[src/rtl/tcp_tx_pipe_ctrl.sv]
// ============================================================================
// tcp_tx_pipe_ctrl : sequences tcp_tx_datap for one scheduler grant at a time.
// Optional: define TCP_TX_CTRL_PERF_EN to build the perf counters. Rev 1.0
// ============================================================================
`default_nettype none

module tcp_tx_pipe_ctrl (
  input  logic        clk,
  input  logic        rst_n,

  input  logic        sched_tx_req_val,
  output logic        sched_tx_req_rdy,

  output logic        tx_tail_ptr_rd_req_val,
  input  logic        tx_tail_ptr_rd_req_rdy,
  input  logic        tx_tail_ptr_rd_resp_val,
  output logic        tx_tail_ptr_rd_resp_rdy,

  output logic        curr_tx_state_rd_req_val,
  input  logic        curr_tx_state_rd_req_rdy,
  input  logic        curr_tx_state_rd_resp_val,
  output logic        curr_tx_state_rd_resp_rdy,

  output logic        rx_state_rd_req_val,
  input  logic        rx_state_rd_req_rdy,
  input  logic        rx_state_rd_resp_val,
  output logic        rx_state_rd_resp_rdy,

  output logic        tuple_rd_req_val,
  input  logic        tuple_rd_req_rdy,
  input  logic        tuple_rd_resp_val,
  output logic        tuple_rd_resp_rdy,

  output logic        next_tx_state_wr_req_val,
  input  logic        next_tx_state_wr_req_rdy,

  output logic        tx_sched_update_val,
  input  logic        tx_sched_update_rdy,

  output logic        proto_calc_tx_pkt_val,
  input  logic        proto_calc_tx_pkt_rdy,

  input  logic        datap_ctrl_produce_pkt,

  output logic        ctrl_datap_store_flowid,
  output logic        ctrl_datap_store_state,
  output logic        ctrl_datap_store_tuple,
  output logic        ctrl_datap_store_calc,

  output logic [31:0] perf_pkt_cnt,
  output logic [31:0] perf_empty_cnt
);

  typedef enum logic [2:0] {
    ST_READY   = 3'd0,
    ST_RD_REQ  = 3'd1,
    ST_RD_RESP = 3'd2,
    ST_CALC    = 3'd3,
    ST_DECIDE  = 3'd4,
    ST_OUTPUT  = 3'd5
  } state_t;

  state_t     r_state;
  logic       r_sched_rdy;
  // Outstanding request/output vals double as the inverted sticky done bits.
  logic [3:0] r_req_val;    // {tuple, rx, tx, tail}
  logic [2:0] r_out_val;    // {pkt, wr, upd}
  logic       r_state_cap;
  logic       r_tuple_cap;

  logic [3:0] w_req_rdy;
  logic [3:0] w_req_pend;
  logic [2:0] w_out_rdy;
  logic [2:0] w_out_pend;
  logic [2:0] w_out_hs;
  logic       w_grant;
  logic       w_state_go;
  logic       w_tuple_go;
  logic       w_resp_done;

  assign w_req_rdy  = {tuple_rd_req_rdy, rx_state_rd_req_rdy,
                       curr_tx_state_rd_req_rdy, tx_tail_ptr_rd_req_rdy};
  assign w_req_pend = r_req_val & ~w_req_rdy;
  assign w_out_rdy  = {proto_calc_tx_pkt_rdy, next_tx_state_wr_req_rdy, tx_sched_update_rdy};
  assign w_out_pend = r_out_val & ~w_out_rdy;
  assign w_out_hs   = r_out_val & w_out_rdy;

  assign w_grant    = r_sched_rdy & sched_tx_req_val;
  // The three state responses are consumed together so the datapath loads a coherent snapshot.
  assign w_state_go = (r_state == ST_RD_RESP) & ~r_state_cap & tx_tail_ptr_rd_resp_val &
                      curr_tx_state_rd_resp_val & rx_state_rd_resp_val;
  assign w_tuple_go = (r_state == ST_RD_RESP) & ~r_tuple_cap & tuple_rd_resp_val;
  assign w_resp_done = (r_state_cap | w_state_go) & (r_tuple_cap | w_tuple_go);

  always_ff @(posedge clk or negedge rst_n) begin
    if (!rst_n) begin
      r_state     <= ST_READY;
      r_sched_rdy <= 1'b1;
      r_req_val   <= 4'd0;
      r_out_val   <= 3'd0;
      r_state_cap <= 1'b0;
      r_tuple_cap <= 1'b0;
    end else begin
      case (r_state)
        ST_READY: begin
          if (w_grant) begin
            r_sched_rdy <= 1'b0;
            r_req_val   <= 4'hF;
            r_state     <= ST_RD_REQ;
          end
        end
        ST_RD_REQ: begin
          r_req_val <= w_req_pend;
          if (w_req_pend == 4'd0) r_state <= ST_RD_RESP;
        end
        ST_RD_RESP: begin
          if (w_state_go) r_state_cap <= 1'b1;
          if (w_tuple_go) r_tuple_cap <= 1'b1;
          if (w_resp_done) begin
            r_state_cap <= 1'b0;
            r_tuple_cap <= 1'b0;
            r_state     <= ST_CALC;
          end
        end
        ST_CALC: begin
          r_state <= ST_DECIDE;
        end
        ST_DECIDE: begin
          // An empty grant still updates the scheduler but leaves the TX state untouched.
          r_out_val <= datap_ctrl_produce_pkt ? 3'b111 : 3'b001;
          r_state   <= ST_OUTPUT;
        end
        ST_OUTPUT: begin
          r_out_val <= w_out_pend;
          if (w_out_pend == 3'd0) begin
            r_sched_rdy <= 1'b1;
            r_state     <= ST_READY;
          end
        end
        default: begin
          r_state     <= ST_READY;
          r_sched_rdy <= 1'b1;
          r_req_val   <= 4'd0;
          r_out_val   <= 3'd0;
          r_state_cap <= 1'b0;
          r_tuple_cap <= 1'b0;
        end
      endcase
    end
  end

  assign sched_tx_req_rdy          = r_sched_rdy;

  assign tx_tail_ptr_rd_req_val    = r_req_val[0];
  assign curr_tx_state_rd_req_val  = r_req_val[1];
  assign rx_state_rd_req_val       = r_req_val[2];
  assign tuple_rd_req_val          = r_req_val[3];

  assign tx_tail_ptr_rd_resp_rdy   = w_state_go;
  assign curr_tx_state_rd_resp_rdy = w_state_go;
  assign rx_state_rd_resp_rdy      = w_state_go;
  assign tuple_rd_resp_rdy         = w_tuple_go;

  assign tx_sched_update_val       = r_out_val[0];
  assign next_tx_state_wr_req_val  = r_out_val[1];
  assign proto_calc_tx_pkt_val     = r_out_val[2];

  assign ctrl_datap_store_flowid   = w_grant;
  assign ctrl_datap_store_state    = w_state_go;
  assign ctrl_datap_store_tuple    = w_tuple_go;
  assign ctrl_datap_store_calc     = (r_state == ST_CALC);

`ifdef TCP_TX_CTRL_PERF_EN
  logic [31:0] r_pkt_cnt;
  logic [31:0] r_empty_cnt;

  always_ff @(posedge clk or negedge rst_n) begin
    if (!rst_n) begin
      r_pkt_cnt   <= 32'd0;
      r_empty_cnt <= 32'd0;
    end else begin
      if (w_out_hs[2] && (r_pkt_cnt != 32'hFFFF_FFFF))
        r_pkt_cnt <= r_pkt_cnt + 32'd1;
      if ((r_state == ST_DECIDE) && !datap_ctrl_produce_pkt && (r_empty_cnt != 32'hFFFF_FFFF))
        r_empty_cnt <= r_empty_cnt + 32'd1;
    end
  end

  assign perf_pkt_cnt   = r_pkt_cnt;
  assign perf_empty_cnt = r_empty_cnt;
`else
  logic [2:0] w_unused_hs;
  assign w_unused_hs    = w_out_hs;
  assign perf_pkt_cnt   = 32'd0;
  assign perf_empty_cnt = 32'd0;
`endif

endmodule

`default_nettype wire

[config.mk]
export PLATFORM = sky130hd
export DESIGN_NAME = tcp_tx_pipe_ctrl
export DESIGN_NICKNAME = d
export VERILOG_FILES = /design/src/rtl/tcp_tx_pipe_ctrl.sv
export SDC_FILE = /design/constraint.sdc
export NUM_CORES = 1
export LEC_CHECK = 0
export CORE_ASPECT_RATIO = 1.75
export CORE_UTILIZATION = 32
export CTS_BUF_LIST = sky130_fd_sc_hd__clkbuf_8
export CTS_CLUSTER_DIAMETER = 60
export DETAILED_ROUTE_END_ITERATION = 7
export PLACE_DENSITY = 0.87
export SLEW_MARGIN = 20
export SYNTH_ARGS = -nofsm -noshare
export SYNTH_HDL_FRONTEND = slang
export SYNTH_SLANG_ARGS = --single-unit
[constraint.sdc]
create_clock -name clk -period 1.7 [get_ports clk]
set_clock_uncertainty 0.2 [all_clocks]
set_input_delay 0.17 -clock clk [delete_from_list [all_inputs] [get_ports clk]]
set_output_delay 0.17 -clock clk [all_outputs]
set_load 0.01 [all_outputs]
* Yosys cells after proc, flatten, opt, wreduce, memory -nomap -nowiden
Cells that the tools add are included.
W data, S select, Z words.
** Word-level totals
- Register bits after elaboration :: 13
- Input bits :: 15
- Output and inout bits :: 80
- Logic and storage cells :: 66
** Operators by class
- Equal/unequal tests :: 11
- Multiplexer cells :: 18
- Bitwise gates (word level) :: 19
- Reduce and logical (&&, ||, !) cells :: 12
** Operators by type and width (count)
- $pmux W3 S6 :: 1
- $mux W3 :: 5
- $pmux W4 S3 :: 1
- $reduce_or A4 Y1 :: 3
- $pmux W3 S3 :: 1
- $and A1 B1 Y1 :: 8
- $ne A2 B2 Y1 const B :: 4
- $eq A3 B2 Y1 const B :: 2
- $eq A3 B3 Y1 const B :: 2
- $logic_not A3 Y1 :: 2
- $mux W1 :: 6
- $ne A3 B3 Y1 const B :: 2
- $reduce_and A2 Y1 :: 3
- $not A1 Y1 :: 5
- $reduce_or A5 Y1 :: 1
- $and A4 B4 Y4 :: 1
- $logic_not A4 Y1 :: 1
- $mux W4 :: 1
- $not A4 Y4 :: 1
- $pmux W1 S2 :: 2
- $reduce_and A4 Y1 :: 1
- $and A3 B3 Y3 :: 1
- $eq A3 B1 Y1 const B :: 1
- $not A3 Y3 :: 1
- other kinds (3) :: 4

* Depth between registers and ports, before layout
- Depth after elaboration :: 9
- Depth in mapped cells :: 5
- Mapped depth without buffers :: 4

* Least setup slack after synthesis
OpenSTA, ideal clock, no wires.
- Path type :: reg-to-output
- Start point :: reg r_state[2]
- End point :: out curr_tx_state_rd_resp_rdy
- Arrival :: 1.653 ns
- Slack :: -0.323 ns
- Cell stages (with the launch flop) :: 5
- Path buffers :: 3
- Path through :: dfrtp_1 -> buf_6 -> clkbuf_1 -> nor4b_1 -> buf_4
** Between the ends
- Longest elaborated chain between the ends :: 5
** Ends and longest elaborated chain
- start, declared :: RTL line 63 : state_t r_state;
- start signal, assigned :: RTL line 97 : r_state <= ST_READY;
- start signal, assigned :: RTL line 109 : r_state <= ST_RD_REQ;
- start signal, assigned :: RTL line 114 : if (w_req_pend == 4'd0) r_state <= ST_RD_RESP;
- $eq A3 B2 Y1 :: RTL line 90 : assign w_state_go = (r_state == ST_RD_RESP) & ~r_state_cap & tx_tail_ptr_rd_resp_val &
- $and A1 B1 Y1 (3 in series) :: RTL line 90
- $and A1 B1 Y1 :: RTL line 91 : curr_tx_state_rd_resp_val & rx_state_rd_resp_val;
- end, declared :: RTL line 22 : output logic curr_tx_state_rd_resp_rdy,
No other way between the ends.

* Worst setup path after layout
- Start point :: reg r_state[1]
- End point :: reg r_state[0]
** Between the ends
- Longest elaborated chain between the ends :: 9
- Elaborated cells between the ends (all ways) :: 21
** Ends and longest elaborated chain
- $eq A3 B2 Y1 :: RTL line 90, 92, 104
- $and A1 B1 Y1 (3 in series) :: RTL line 90
- $and A1 B1 Y1 :: RTL line 91
- $or A1 B1 Y1 :: RTL line 93 : assign w_resp_done = (r_state_cap | w_state_go) & (r_tuple_cap | w_tuple_go);
- $and A1 B1 Y1 :: RTL line 93
- $ne A2 B2 Y1 (no source line)
- $reduce_and A4 Y1 (no source line)
Several ways; a longest one is shown, not always the timed one.
A chain may end at the register's enable or synchronous reset.

==> impl_metrics.toml <==
[global_routing]
grt_busiest_layer = "met2"
grt_max_degree = 15
grt_pass1_wl_mm = 3.84
grt_pass1_vias = 855
overflow = 0
grtUsageTotal = 0.119
met1_usage = 0.128
use_met2 = 0.205
gr-usage-met3 = 0.0298
antenna_found_initial = 0

[floorplanning]
num_io_pins = 95
dieWidth_um = 50.3
rows = 30
start_util = 0.334
core_area_um2 = 3900
die_h_um = 86.5
dieArea_um2 = 4350

[clocking]
cts_tree = "built"
cts_buffers = 3
ctsLongestPathBuffers = 2
cts-htree-levels = 1
ctsRootBufferMaster = "clkbuf_8"
clk_latency_ns = 0.25
clk_pin_slew_ns = 0.06
clock_sinks = 13

[route]
post_drt_via_cell_ratio = 4.09
drt-initial-drc-count = 8
vias = 1014
drc_errors = 0
routed_wl_mm = 2.47
drtPass1Iterations = 4
wire_per_inst_um = 9.97
ant_nets = 0

[worst_setup_path]
cp.required_ns = 1.68
crit_top_cell = "buf_6"
critPathCaptureType = "flip-flop"
crit_chain = "buf_6 -> buf_6 -> or3b_1 -> a41oi_2 -> a31oi_1 -> a21oi_1"
rrSetupSlack_ns = 0.02
r2r_start = "r_state[1]"
rr_worst_depth = 6
crit_type = "reg2reg"
arrival_ns = 1.66
crit_slowest_cell = "dfrtp_1"
max_stage_delay_ns = 0.40
crit_path_max_fanout = 4
cp-start-kind = "flip-flop"
rr_endpoint = "r_state[0]"

[finish]
multi_input_area_um2 = 673
utilization = 0.402
layout-drive-gt1-share = 0.205
seq_area_um2 = 328
areaGrowthSynthToFinish_pct = 20.1
final_cell_area_um2 = 1570
fin_nets = 216
nFillCells = 404
antennaDiodeCount = 0
fin_cells = 248

[sta]
fin_crit_sh = 0.989
hold_violations = 0
setup_viol = 0
finalWorstSetupSlack_ns = 0.0187
fmaxAchievable_mhz = 595
slew_viol_final = 0
setup_tns_ns = 0
period_needed_ns = 1.68
rsz0062_at_grt = "true"

[pwr]
internal-power_mw = 1.24
leakagePower_nw = 0.802
power_frac_seq = 0.267
ir_drop_v = 0.000741
swShare = 0.415
power.switching_mw = 0.883
power.density_nw_per_um2 = 1360
combPwrFrac = 0.599
p_clk_frac = 0.134

[synth]
yosys-top-cells-count = "buf_4 (68), a21oi_1 (13), dfrtp_1 (12), inv_1 (6), o2bb2ai_1 (5)"
ys_types = 33
synth_top_cell_by_area = "buf_4"
ys.flop_type = "dfrtp_1"
ys_warn_count = 0
synthCells = 156
synth_area_leaders = "buf_4 (39%), dfrtp_1 (23%), a21oi_1 (5.0%), o2bb2ai_1 (3.4%), o31ai_1 (2.3%)"
async_reset_ff_frac = 1.00
synth-seq-area-share = 0.250
synth.cell_area_um2 = 1310
synth-edff-count = 0
ys_seq_elements = 13
yosysMostFrequentCell = "buf_4"
syn_area_per_cell_um2 = 8.37
yosysTopAreaCellShare = 0.391

[placement]
hpwl_mm = 1.82
portBuffers = 30
dp_cells = 239
place_area_um2 = 1490
dp_slack_ns = -0.349
gp_congestion = 0.810

[min_path]
hp-class = "in2async"

[run_status]
status = "finished clean"

[run]
drv_cap = 0
[cells in the final DEF (no fill, tap or decap), drive strengths merged, types with 4 or more instances in the layout]
cell | synthesis | routed
o31ai | 4 | 4
buf | 71 | 26
o21ai | 5 | 5
a31oi | 4 | 4
o2bb2ai | 5 | 5
clkdlybuf4s50 | 0 | 18
clkbuf | 2 | 4
conb | 1 | 64
inv | 8 | 9
nand2b | 4 | 4
a21oi | 13 | 13
dfrtp | 12 | 12
[registers in the layout, indices dropped and copies added, names as in the netlist]
register	count
r_out_val	3
r_state	3
r_state_cap	1
sched_tx_req_rdy	1
r_req_val	4
r_tuple_cap	1
[logic make-up after synthesis]
logic type	after synthesis	share of synthesized area
and+or+nand+nor	21	0.0988
DFF	13	0.250
other	1	0.00287
buffers and inverters	81	0.441
AOI/OAI and AO/OA	39	0.200
xor gates and xnor gates	1	0.00671
[stage by stage]
| step | total power, mW | hold WS, ns |
|---|---|---|
| 6_report | 2.13 | 0.0208 |
| 5_1_grt | 2.28 | 0.0510 |
| 2_1_floorplan | 1.41 | -0.326 |
| 3_5_place_dp | 1.76 | 0.297 |
| 3_3_place_gp | 1.73 | 0.291 |
| 4_1_cts | 2.07 | 0.0325 |
[cell type report]
| cell class | count | area share |
|---|---|---|
| Sequential cell | 13 | 0.209 |
| Multi-Input combinational cell | 125 | 0.429 |
| Clock buffer | 3 | 0.0263 |
| Inverter | 8 | 0.0192 |
| Timing Repair Buffer | 50 | 0.275 |
| Clock inverter | 1 | 0.00239 |
| Tap cell | 48 | 0.0383 |
[layer usage]
metal | up-vias | share of wire
li1 | 481 | -
met1 | 451 | 0.38
met2 | 77 | 0.51
met3 | 5 | 0.092
met4 | 0 | 0.023
met5 | - | 0
[worst max-delay path: cells and delay by family (launching register included)]
kind	cells	cell delay, ns
simple gates	1	0.38
flops	1	0.40
compound gates	3	0.39
buf+inv	2	0.24
[worst max-delay path by stage]
stage / from / to / slack (ns) / cells after the start
after floorplan: r_state[2] / curr_tx_state_rd_resp_rdy / 0.03 / 4
after global placement: rx_state_rd_resp_val / curr_tx_state_rd_resp_rdy / -0.31 / 4
after detailed placement: rx_state_rd_resp_val / curr_tx_state_rd_resp_rdy / -0.35 / 4
after CTS: r_state[0] / curr_tx_state_rd_resp_rdy / 0.00008 / 5
after global routing: r_state[1] / r_state[0] / -0.07 / 6
final: r_state[1] / r_state[0] / 0.02 / 6
[power groups by stage]
stage               sequential [mW]  combinational, mW  clock [mW]
global placement              0.561               1.17           0
finish                        0.568               1.27       0.285
floorplan                     0.592              0.813           0
global route                  0.590               1.39       0.307
detailed placement            0.566               1.19           0
CTS                           0.565               1.22       0.289
[timing repair]
item	4_1_cts	5_1_grt
resized for setup	30	10
hold buffers	0	0
hold endpoints to repair	0	0
setup endpoints to repair	10	4
setup buffers	3	2
pin swaps	4	2
(Power assumes the default switching activity.)
==> RTL change (same flow settings) <==
Re-encode `state_t` (6 states) as Gray code, 3 bits wide.
--- a/src/rtl/tcp_tx_pipe_ctrl.sv
+++ b/src/rtl/tcp_tx_pipe_ctrl.sv
@@ -54,8 +54,8 @@
   typedef enum logic [2:0] {
-    ST_READY   = 3'd0,
-    ST_RD_REQ  = 3'd1,
-    ST_RD_RESP = 3'd2,
-    ST_CALC    = 3'd3,
-    ST_DECIDE  = 3'd4,
-    ST_OUTPUT  = 3'd5
+    ST_READY   = 3'b000,
+    ST_RD_REQ  = 3'b001,
+    ST_RD_RESP = 3'b011,
+    ST_CALC    = 3'b010,
+    ST_DECIDE  = 3'b110,
+    ST_OUTPUT  = 3'b111
   } state_t;
Function: same outputs for any inputs over 10 cycles, from zero or initial values and one cycle with rst_n low; not proved beyond that.
==> RTL change against the original RTL <==
Combinational power up 11%. Sequential power down 0.7%. Global-route usage down 0.32 points. Design area down 2.3%. Total power up 5.7%. Wire length down 3.6%. Worst setup slack better by 25 ps. Synthesized area down 1.6%. Count of clock-buffer cells in the layout unchanged. First-iteration DRC count rose to 3.8 times the old value. Largest cell class unchanged. Sequential cell count unchanged. Fmax up 1.5%. Critical path depth down 2.
==> RTL change: results (changes against the original RTL) <==
{
  "via_count_of_the_first_global_routing_pass": {"value": 909, "change": "was 855"},
  "routed_wirelength": {"value": 2390, "unit": "um", "change": "was 2470 um"},
  "cts-buffers-inserted": {"value": 3, "change": "unchanged"},
  "yosys-top-cells-count": {"value": "buf_4 (69), dfrtp_1 (12), o21ai_0 (11)", "change": "was buf_4 (68), a21oi_1 (13), dfrtp_1 (12)"},
  "drt-vias-per-instance": {"value": 4.19, "change": "was 4.09"},
  "worst_setup_path_endpoint": {"value": "rx_state_rd_resp_rdy", "change": "was r_state[0]$_DFFE_PN0P_"},
  "dp.final_hpwl": {"value": 1890, "unit": "um", "change": "was 1820 um"},
  "grt_max_degree": {"value": 16, "change": "was 15"},
  "global_route.usage.total": {"value": 11.6, "unit": "%", "change": "was 11.9%"},
  "firstDrtPassIters": {"value": 6, "change": "was 4"},
  "leakagePower": {"value": 0.797, "unit": "nW", "change": "was 0.802 nW"},
  "crit_path_start": {"value": "r_state[2]$_DFFE_PN0P_", "change": "was r_state[1]$_DFFE_PN0P_"},
  "outcome": {"value": "finished clean", "change": "unchanged"},
  "ff2ff_setup_slack": {"value": 100, "unit": "ps", "change": "was 20 ps"},
  "grt_pass1_wl": {"value": 3800, "unit": "um", "change": "was 3840 um"},
  "synth-async-reset-ratio": {"value": 100, "unit": "%", "change": "unchanged"},
  "globalplace.congestion": {"value": 0.787, "change": "was 0.810"},
  "cp.arrival": {"value": 1290, "unit": "ps", "change": "was 1660 ps"},
  "synth.yosys.seq_area_share": {"value": 25.4, "unit": "%", "change": "was 25.0%"},
  "clk_pin_slew": {"value": 60, "unit": "ps", "change": "about the same"},
  "worstSetupStartpointType": {"value": "register", "change": "unchanged"},
  "num-nets-final": {"value": 214, "change": "was 216"},
  "number_of_setup_buffers_added_after_cts": {"value": 0, "change": "was 3"},
  "peak_supply_drop": {"value": 0.696, "unit": "mV", "change": "was 0.741 mV"},
  "internal-power": {"value": 1.33, "unit": "mW", "change": "was 1.24 mW"},
  "drt_first_iter_violations": {"value": 30, "change": "was 8"},
  "post_route_cells_drive_above_1_share": {"value": 17.7, "unit": "%", "change": "was 20.5%"},
  "largest_registers_in_the_final_layout": {"value": "r_req_val (4), r_out_val (3), r_state (3)", "change": "unchanged"},
  "reg2reg_depth": {"value": 5, "change": "was 6"},
  "post_synth_main_area_contributors": {"value": "buf_4 (40%), dfrtp_1 (23%), o21ai_0 (4.3%)", "change": "was buf_4 (39%), dfrtp_1 (23%), a21oi_1 (5.0%)"},
  "routed_wire_length_per_instance": {"value": 9.70, "unit": "um", "change": "was 9.97 um"},
  "synth_cell_types": {"value": 38, "change": "was 33"},
  "synthesis.area_per_instance": {"value": 8.28, "unit": "um2", "change": "was 8.37 um2"},
  "numPlacedInstances": {"value": 242, "change": "was 239"},
  "layout.filler_cells": {"value": 418, "change": "was 404"}
}
==> RTL change: cell types whose count changed after synthesis, sizes merged, moves of 3 or more <==
| cell | delta |
|---|---|
| o2bb2ai | -5 |
| o21ai | +7 |
| or2b | +3 |
| nand3 | +3 |
| o31ai | -4 |
| nor2 | +4 |
| a21oi | -9 |
| a21o | +3 |
| a31oi | -4 |
==> RTL change: worst max-delay path, cell delays in order (launching register included) <==
cell      delay (ps)
dfrtp_1          370
nand3b_1         230
nor3_2           160
buf_4            160
buf_2            130
==> RTL change: logic make-up after synthesis <==
family	synth area share (%)
DFF	25.4
AOI/OAI and AO/OA	18.3
other	0.292
buffers and inverters	43.2
and+or+nand+nor	12.8
==> RTL change: cell type report <==
cell class / instances / area [um2] / area share, %
clock buffer: 3 / 41.3 / 2.70
clock inverter: 1 / 3.75 / 0.245
inverter: 6 / 22.5 / 1.47
multi-input combinational: 127 / 659 / 43.1
sequential: 13 / 327 / 21.3
tap: 48 / 60.1 / 3.92
timing repair buffer: 48 / 418 / 27.3
==> RTL change: per-stage QoR <==
step	util [%]	instance area (um2)	setup WS, ps
2_1_floorplan	-	1520	32.4
3_3_place_gp	38.4	1480	-218
3_5_place_dp	38.4	1480	-273
4_1_cts	39.1	1510	13.4
5_1_grt	39.6	1530	-55.9
6_report	39.6	1530	43.7
==> RTL change: repair_timing <==
action                                 in CTS  in global routing
gates resized for setup                    24                  9
endpoints found under the hold margin       0                  0
pin swaps                                   2                  2
setup endpoints to repair                   9                 12
==> RTL change: power by group through the flow <==
stage          Sequential [mW]  Clock (mW)  Combinational [mW]
6_report                 0.564       0.276                1.41
5_1_grt                  0.585       0.292                1.55
4_1_cts                  0.564       0.276                1.38
3_5_place_dp             0.566           0                1.40
3_3_place_gp             0.556           0                1.38
2_1_floorplan            0.601           0               0.876
==> RTL change: how the worst min path moves through the flow <==
stage / start / end / slack, ps / cells past startpoint
after floorplan: rst_n / r_out_val[0]$_DFFE_PN0N_ / -330 / 0
after global placement: rst_n / r_out_val[2]$_DFFE_PN0N_ / 300 / 2
after detailed placement: rst_n / r_out_val[2]$_DFFE_PN0N_ / 300 / 2
after CTS: rst_n / r_req_val[1]$_DFFE_PN0P_ / 40 / 2
after global routing: rst_n / r_out_val[2]$_DFFE_PN0N_ / 60 / 2
final: rst_n / r_req_val[1]$_DFFE_PN0P_ / 30 / 2
==> RTL change: layer usage <==
layer  track usage (%)  wire length, um
met3              1.60              218
met2              22.0             1240
met5                 0                0
met1              11.1              862
met4              7.79               65
